**config.mk**
```make
export PLATFORM = sky130hd
export DESIGN_NAME = pkt_train_scheduler
export DESIGN_NICKNAME = d
export VERILOG_FILES = /design/src/rtl/pkt_train_scheduler.sv
export SDC_FILE = /design/constraint.sdc
export NUM_CORES = 1
export LEC_CHECK = 0
export CORE_AREA = 2 2 351 353
export CTS_CLUSTER_SIZE = 12
export DETAILED_ROUTE_END_ITERATION = 10
export DIE_AREA = 0 0 353 355
export GPL_TIMING_DRIVEN = 0
export RECOVER_POWER = 25
export SYNTH_ARGS = -nofsm -noshare
export SYNTH_HDL_FRONTEND = slang
export SYNTH_SLANG_ARGS = --single-unit
```
**constraint.sdc**
```tcl
create_clock -name clk -period 3.1 [get_ports clk]
set_clock_uncertainty 0.05 [all_clocks]
set_input_delay 0.62 -clock clk [delete_from_list [all_inputs] [get_ports clk]]
set_output_delay 0.62 -clock clk [all_outputs]
set_load 0.02 [all_outputs]
```
**src/rtl/pkt_train_scheduler.sv**
```systemverilog
// Gates a 256-bit AXI4-Stream so that exactly one configured train of packets,
// separated by a programmable idle gap, reaches the timestamp insertion stage.
module pkt_train_scheduler #(
    parameter int C_AXIS_DATA_WIDTH  = 256,
    parameter int C_AXIS_TUSER_WIDTH = 128,
    parameter int TRAIN_LEN_WIDTH    = 16,
    parameter int GAP_WIDTH          = 32
) (
    input  logic                             clk,
    input  logic                             resetn,
    input  logic                             cfg_start,
    input  logic                             cfg_abort,
    input  logic [TRAIN_LEN_WIDTH-1:0]       cfg_train_len,
    input  logic [GAP_WIDTH-1:0]             cfg_gap_cycles,
    output logic                             status_busy,
    output logic                             status_done,
    output logic                             status_aborted,
    output logic [TRAIN_LEN_WIDTH-1:0]       status_pkt_count,
    output logic                             pkt_start,
    input  logic [C_AXIS_DATA_WIDTH-1:0]     s_axis_tdata,
    input  logic [C_AXIS_TUSER_WIDTH-1:0]    s_axis_tuser,
    input  logic [C_AXIS_DATA_WIDTH/8-1:0]   s_axis_tstrb,
    input  logic                             s_axis_tvalid,
    input  logic                             s_axis_tlast,
    output logic                             s_axis_tready,
    output logic [C_AXIS_DATA_WIDTH-1:0]     m_axis_tdata,
    output logic [C_AXIS_TUSER_WIDTH-1:0]    m_axis_tuser,
    output logic [C_AXIS_DATA_WIDTH/8-1:0]   m_axis_tstrb,
    output logic                             m_axis_tvalid,
    output logic                             m_axis_tlast,
    input  logic                             m_axis_tready
);

    typedef enum logic [2:0] {
        S_IDLE,
        S_WAIT_PKT,
        S_SEND,
        S_GAP,
        S_FINISH
    } state_t;

    state_t                     state;
    state_t                     state_next;
    logic [TRAIN_LEN_WIDTH-1:0] len_q;
    logic [TRAIN_LEN_WIDTH-1:0] pkt_count;
    logic [TRAIN_LEN_WIDTH-1:0] count_inc;
    logic [GAP_WIDTH-1:0]       gap_q;
    logic [GAP_WIDTH-1:0]       gap_cnt;
    logic                       busy;
    logic                       done;
    logic                       aborted;
    logic                       abort_pending;
    logic                       pkt_start_q;
    logic                       gate;
    logic                       beat_hs;
    logic                       last_hs;
    logic                       stop_after;

    // An abort in WAIT_PKT closes the gate in the same cycle so no first beat slips out.
    assign gate       = (state == S_SEND) || ((state == S_WAIT_PKT) && !cfg_abort);
    assign beat_hs    = s_axis_tvalid && m_axis_tready && gate;
    assign last_hs    = beat_hs && s_axis_tlast;
    assign count_inc  = pkt_count + 1'b1;
    assign stop_after = (count_inc == len_q) || abort_pending || cfg_abort;

    assign m_axis_tdata  = s_axis_tdata;
    assign m_axis_tuser  = s_axis_tuser;
    assign m_axis_tstrb  = s_axis_tstrb;
    assign m_axis_tlast  = s_axis_tlast;
    assign m_axis_tvalid = s_axis_tvalid && gate;
    assign s_axis_tready = m_axis_tready && gate;

    assign status_busy      = busy;
    assign status_done      = done;
    assign status_aborted   = aborted;
    assign status_pkt_count = pkt_count;
    assign pkt_start        = pkt_start_q;

    always_ff @(posedge clk or negedge resetn) begin
        if (!resetn) begin
            state <= S_IDLE;
        end else begin
            state <= state_next;
        end
    end

    always_comb begin
        state_next = state;
        case (state)
            S_IDLE: begin
                if (cfg_start) begin
                    state_next = (cfg_train_len == '0) ? S_FINISH : S_WAIT_PKT;
                end
            end
            S_WAIT_PKT, S_SEND: begin
                if ((state == S_WAIT_PKT) && cfg_abort) begin
                    state_next = S_FINISH;
                end else if (last_hs) begin
                    if (stop_after) begin
                        state_next = S_FINISH;
                    end else if (gap_q == '0) begin
                        state_next = S_WAIT_PKT;
                    end else begin
                        state_next = S_GAP;
                    end
                end else if (beat_hs) begin
                    state_next = S_SEND;
                end
            end
            S_GAP: begin
                if (cfg_abort) begin
                    state_next = S_FINISH;
                end else if (gap_cnt == GAP_WIDTH'(1)) begin
                    state_next = S_WAIT_PKT;
                end
            end
            S_FINISH: state_next = S_IDLE;
            default:  state_next = S_IDLE;
        endcase
    end

    always_ff @(posedge clk or negedge resetn) begin
        if (!resetn) begin
            len_q         <= '0;
            gap_q         <= '0;
            gap_cnt       <= '0;
            pkt_count     <= '0;
            busy          <= 1'b0;
            done          <= 1'b0;
            aborted       <= 1'b0;
            abort_pending <= 1'b0;
            pkt_start_q   <= 1'b0;
        end else begin
            pkt_start_q <= (state == S_WAIT_PKT) && beat_hs;
            case (state)
                S_IDLE: begin
                    if (cfg_start) begin
                        len_q         <= cfg_train_len;
                        gap_q         <= cfg_gap_cycles;
                        pkt_count     <= '0;
                        done          <= 1'b0;
                        aborted       <= 1'b0;
                        abort_pending <= 1'b0;
                        busy          <= 1'b1;
                    end
                end
                S_WAIT_PKT, S_SEND: begin
                    if (last_hs) begin
                        pkt_count <= count_inc;
                        gap_cnt   <= gap_q;
                    end
                    if (cfg_abort) begin
                        abort_pending <= 1'b1;
                    end
                end
                S_GAP: begin
                    gap_cnt <= gap_cnt - 1'b1;
                    if (cfg_abort) begin
                        abort_pending <= 1'b1;
                    end
                end
                S_FINISH: begin
                    busy          <= 1'b0;
                    done          <= 1'b1;
                    aborted       <= abort_pending;
                    abort_pending <= 1'b0;
                end
                default: ;
            endcase
        end
    end

endmodule

```
* Yosys cells after proc, flatten, opt, wreduce, memory -nomap -nowiden
Cells that the tools add are included.
Operators by class: add/subtract/negate cells 2, multiply operators 0, div/mod/pow operators 0, order comparisons 0, equality and inequality tests 11, shift operators 0, mux-type cells 22, bitwise operators 0, reductions and logical operators 27
Operators with widths (count):
- $pmux W32 S2 | 1
- $eq A32 B1 Y1 const B | 1
- $logic_not A32 Y1 | 1
- $mux W16 | 2
- $mux W32 | 1
- $pmux W16 S2 | 1
- $sub A32 B1 Y32 const B | 1
- $mux W3 | 8
- $add A16 B1 Y16 const B | 1
- $eq A16 B16 Y1 | 1
- $logic_not A16 Y1 | 1
- $pmux W3 S3 | 1
- $reduce_and A3 Y1 | 3
- $logic_and A1 B1 Y1 | 8
- $eq A3 B2 Y1 const B | 2
- $pmux W1 S2 | 3
- $reduce_and A2 Y1 | 3
- $reduce_bool A2 Y1 | 3
- $ne A2 B2 Y1 const B | 2
- $ne A4 B4 Y1 const B | 1
- $eq A3 B1 Y1 const B | 1
- $eq A3 B3 Y1 const B | 1
- $logic_not A3 Y1 | 1
- $logic_or A1 B1 Y1 | 3
- other kinds (9) | 11
Word-level totals: flip-flop bits (word level) 104, latch bits 0, memory bits (writable) 0, bits in read-only memories 0, input bits 471, output and inout bits 439, memories 0

* Logic depth before layout (Yosys ltp)
depth in word-level cells 8, mapped depth 9, depth with buffers taken out 7

* Worst setup path after synthesis
Ideal clock, no wire load.
path kind reg-to-reg, start point register pkt_count[0] (netlist: status_pkt_count[0]), end point register state[2], library setup time 111 ps, arrival time 2681 ps, slack 258 ps, cell stages (with the launch flop) 9, buffers on the path 1, path through dfrtp_1 -> ha_1 -> and3_2 -> buf_2 -> a311o_1 -> nand4_1 -> or4_1 -> or4_1 -> a2111oi_2
On the way: word-level cells in the longest chain between the ends 8
RTL lines:
- start, declared | RTL line 45 | logic [TRAIN_LEN_WIDTH-1:0] pkt_count;
- start signal, assigned | RTL line 149 | pkt_count <= count_inc;
- $add A16 B1 Y16 | RTL line 63 | assign count_inc = pkt_count + 1'b1;
- $eq A16 B16 Y1 | RTL line 64 | assign stop_after = (count_inc == len_q) || abort_pending || cfg_abort;
- $logic_or A1 B1 Y1 (2 in a row) | RTL line 64
- $mux W3 | RTL line 99 | if (stop_after) begin
- $mux W3 | RTL line 98 | end else if (last_hs) begin
- $mux W3 | RTL line 96 | if ((state == S_WAIT_PKT) && cfg_abort) begin
- $pmux W3 S3 | RTL line 89 | case (state)
- end signal, assigned | RTL line 83 | state <= state_next;
- end, declared | RTL line 42 | state_t state;
No other way between the ends. A chain may end at the register's enable or synchronous reset.

* Worst setup path after layout
start point input port cfg_abort, end point register gap_cnt[17]
On the way: word-level cells in the longest chain between the ends 7
RTL lines:
- start, declared | RTL line 12 | input logic cfg_abort,
- $logic_not A1 Y1 | RTL line 60 | assign gate = (state == S_SEND) || ((state == S_WAIT_PKT) && !cfg_abort);
- $logic_and A1 B1 Y1 | RTL line 60
- $logic_or A1 B1 Y1 | RTL line 60
- $logic_and A1 B1 Y1 | RTL line 61 | assign beat_hs = s_axis_tvalid && m_axis_tready && gate;
- $logic_and A1 B1 Y1 | RTL line 62 | assign last_hs = beat_hs && s_axis_tlast;
- $ne A2 B2 Y1 (no source line)
- $reduce_and A2 Y1 (no source line)
- end signal, assigned | RTL line 150 | gap_cnt <= gap_q;
- end signal, assigned | RTL line 157 | gap_cnt <= gap_cnt - 1'b1;
- end, declared | RTL line 48 | logic [GAP_WIDTH-1:0] gap_cnt;
No other way between the ends.

==> results.sh <==
export IMPL_drv_slew=0
export IMPL_sw_frac_of_total=0.4291
export IMPL_dieArea_um2=125300
export IMPL_synthDominantCellAreaShare=0.3612
export IMPL_synth_largest_area_cell="buf_4"
export IMPL_maxCapViolations=0
export IMPL_numCtsBuffers=9
export IMPL_drc_errors=0
export IMPL_share_seq_of_total_power=0.353
export IMPL_rows=128
export IMPL_crit_buf_inv=3
export IMPL_cts_tree="yes"
export IMPL_avgViaCountPerCell=2.869
export IMPL_wl_um=49990
export IMPL_power_frac_comb=0.473
export IMPL_hold_path_class="input pin to asynchronous set/reset pin"
export IMPL_synth_cell_area_um2=8750
export IMPL_worstMarginPinSlew_ns=1.259
export IMPL_fp_dieW_um=353
export IMPL_yosysMostFrequentCell="buf_4"
export IMPL_crit_family="buffers and inverters"
export IMPL_synth_nets=1559
export IMPL_vias=9260
export IMPL_setup_viol=0
export IMPL_routabilityCongestion=0.9231
export IMPL_antenna_found_initial=42
export IMPL_fin_crit_ns=2.938
export IMPL_status="completed"
export IMPL_crit_chain="clkdlybuf4s50_1 > nor3b_2 > o211ai_1 > clkbuf_1 > clkbuf_2 > o311ai_0 > nand3_1"
export IMPL_whs_ns=0.3782
export IMPL_post_route_period_util=0.9477
export IMPL_switching_power_mw=3.049
export IMPL_cp_required_ns=3.36
export IMPL_reg2regPathDepth=7
export IMPL_p_leak_nw=6.640
export IMPL_ys_seq_elements=104
export IMPL_initial_core_util=0.07207
export IMPL_n_fill_cell=13909
export IMPL_clockBufferDepth=2
export IMPL_avgSynthCellArea_um2=8.064
export IMPL_critPathLaunchType="input pin"
export IMPL_synth_area_leaders="buf_4, dfrtp_1, nand2_1, nor2_1, o21ai_0"
export IMPL_die_h_um=355
export IMPL_finish_instance_area_um2=16120
export IMPL_insertion_delay_ns=0.39
export IMPL_p_per_area_nw_per_um2=440.7
export IMPL_grt_pass1_vias=8773
export IMPL_peakVddDrop_mv=0.2726
export IMPL_postSynthCellCount=1085
export IMPL_crit_slowest_cell="clkbuf_1"
export IMPL_final_util=0.1328
export IMPL_cpPeakStageDelay_ns=0.64
export IMPL_yosysUniqueCellTypes=67
export IMPL_clkPwrFrac=0.174
export IMPL_max_freq_mhz=340.4
export IMPL_crit_path_end="gap_cnt[17]"
export IMPL_slew_headroom=0.1608
export IMPL_grt_pass1_wl_um=65580
export IMPL_place_area_um2=15760
export IMPL_cts_clk_slew_worst_paths_ns=0.08
export IMPL_arrival_ns=3.20
export IMPL_reg2reg_slack_ns=0.19
export IMPL_rsz0062_at_grt="false"
export IMPL_cp_depth=7
export IMPL_cts_setup_buffers=0
export IMPL_grt_overflow=0
export IMPL_coreArea_um2=121400
export IMPL_worstPathMaxFanout=10
export IMPL_drt_iter0_drc=507
export IMPL_fin_nets=2064
export IMPL_r2r_start="status_pkt_count[7]"
export IMPL_layout_drive_gt1_share=0.2972
export IMPL_cts_max_level=3
export IMPL_hpwlAfterDp_um=43980
export IMPL_synth_commonest_cells="buf_4, nand2_1, dfrtp_1"
export IMPL_synthFlopType="dfrtp_1"
export IMPL_crit_start="cfg_abort"
export IMPL_cts_root_buf="clkbuf_16"
export IMPL_cts_sinks=104
export IMPL_post_drt_wl_per_cell_um=15.49
export IMPL_globalRouteTotalUtil=0.07386
export IMPL_io_pins=910
export IMPL_port_buffers=493
export IMPL_areaGrowthSynthToFinish_pct=84.28
export IMPL_drt_pass1_iter_count=5
export IMPL_hold_buffers=0
export IMPL_ys_async_sr_fraction=1.000
export IMPL_r2r_end="state[2]"
export IMPL_finalHoldViolations=0
export IMPL_postRouteAntennaNets=0
export IMPL_grt_max_degree=85
export IMPL_critPathCaptureType="flip-flop"
export IMPL_critPathKind="input pin to flip-flop"
export IMPL_ys_seq_area_frac=0.2974
export IMPL_synth_edf_count=0
export IMPL_yosys_warnings=0
export IMPL_internal_power_mw=4.057
==> what timing repair did <==
action	in CTS	in global routing
setup endpoints to repair	16	4
resized for setup	10	10
hold endpoints to repair	0	0
==> layout make-up <==
class,instances,area (um2),area share
buffer,453,3297,0.2045
sequential,104,2605,0.1616
antenna,8,20.02,0.001242
timing repair buffer,495,4943,0.3066
clock inverter,7,90.09,0.005587
clock buffer,9,225.2,0.01397
tap,1625,2033,0.1261
inverter,14,52.55,0.003259
multi-input combinational,513,2858,0.1772
==> flip-flops by register name, summed over array words and instances, names as in the netlist <==
| name | count |
|---|---|
| status_done | 1 |
| status_aborted | 1 |
| len_q | 16 |
| status_busy | 1 |
| status_pkt_count | 16 |
| gap_q | 32 |
| state | 3 |
| abort_pending | 1 |
| gap_cnt | 32 |
| pkt_start | 1 |
==> power by group through the flow <==
| stage | sequential (mW) | combinational (mW) | clock [mW] |
|---|---|---|---|
| floorplan | 2.33 | 2.07 | 0 |
| global placement | 2.51 | 3.36 | 0 |
| detailed placement | 2.52 | 3.39 | 0 |
| CTS | 2.50 | 3.40 | 1.28 |
| global route | 2.60 | 3.65 | 1.35 |
| finish | 2.51 | 3.36 | 1.24 |
==> metrics by stage <==
step	TNS [ns]	power (mW)	setup WS, ns	instances
global placement	-392.72	5.870	-3.015	3203
floorplan	0	4.401	0.2581	1085
detailed placement	-15.14	5.904	-0.4942	3205
CTS	0	7.191	0.02481	3220
global route	0	7.605	0.02319	3223
finish	0	7.106	0.1620	3228
==> worst min-delay path by stage <==
stage	from	to	slack [ns]	cells after the start
after floorplan	resetn	abort_pending	0.27	0
after global routing	resetn	len_q[8]	0.45	1
after detailed placement	gap_cnt[15]	gap_cnt[15]	0.42	1
final	resetn	len_q[8]	0.38	1
after CTS	resetn	status_pkt_count[0]	0.02	1
after global placement	gap_cnt[15]	gap_cnt[15]	0.44	1
==> worst reg2reg max path, stage by stage (launching register included) <==
cell and delay, ns:
dfrtp_1 0.47, buf_2 0.25, nand3_1 0.20, a211oi_2 0.26, nand4_1 0.12, or4_4 0.59, or4_1 0.51, a2111oi_2 0.36
==> per-layer routing <==
layer  vias to the layer above  track usage  wire, um
met2                       599       0.1145     22590
met1                      4259      0.08695     19330
li1                       4251            -         -
met5                         -            0       230
met3                       111      0.04303      6507
met4                        40      0.01813      1325
==> kinds of logic after synthesis <==
kind of cell	share of synthesized area
and+or+nand+nor	0.1889
muxes	0.001144
buffers and inverters	0.3828
adders and majority gates	0.004290
xor gates and xnor gates	0.01802
AOI/OAI and AO/OA	0.1074
DFF	0.2974
==> layout by cell type, fill, tap and decap left out, types with 8 or more instances in the layout <==
master,Yosys,final
a21oi_1,24,24
nor4_1,23,22
nor3_1,17,17
nand4_1,9,9
inv_1,14,14
nand2_1,176,176
o211ai_1,9,9
xnor2_1,8,8
dlygate4sd3_1,0,52
nor2_1,56,56
nand3_1,21,20
xor2_1,10,10
diode_2,0,8
clkbuf_1,27,24
clkbuf_16,0,9
clkdlybuf4s50_1,0,438
buf_4,421,421
o21ai_0,38,38
dfrtp_1,104,102
Note: power is estimated with default switching activity, not from simulation.
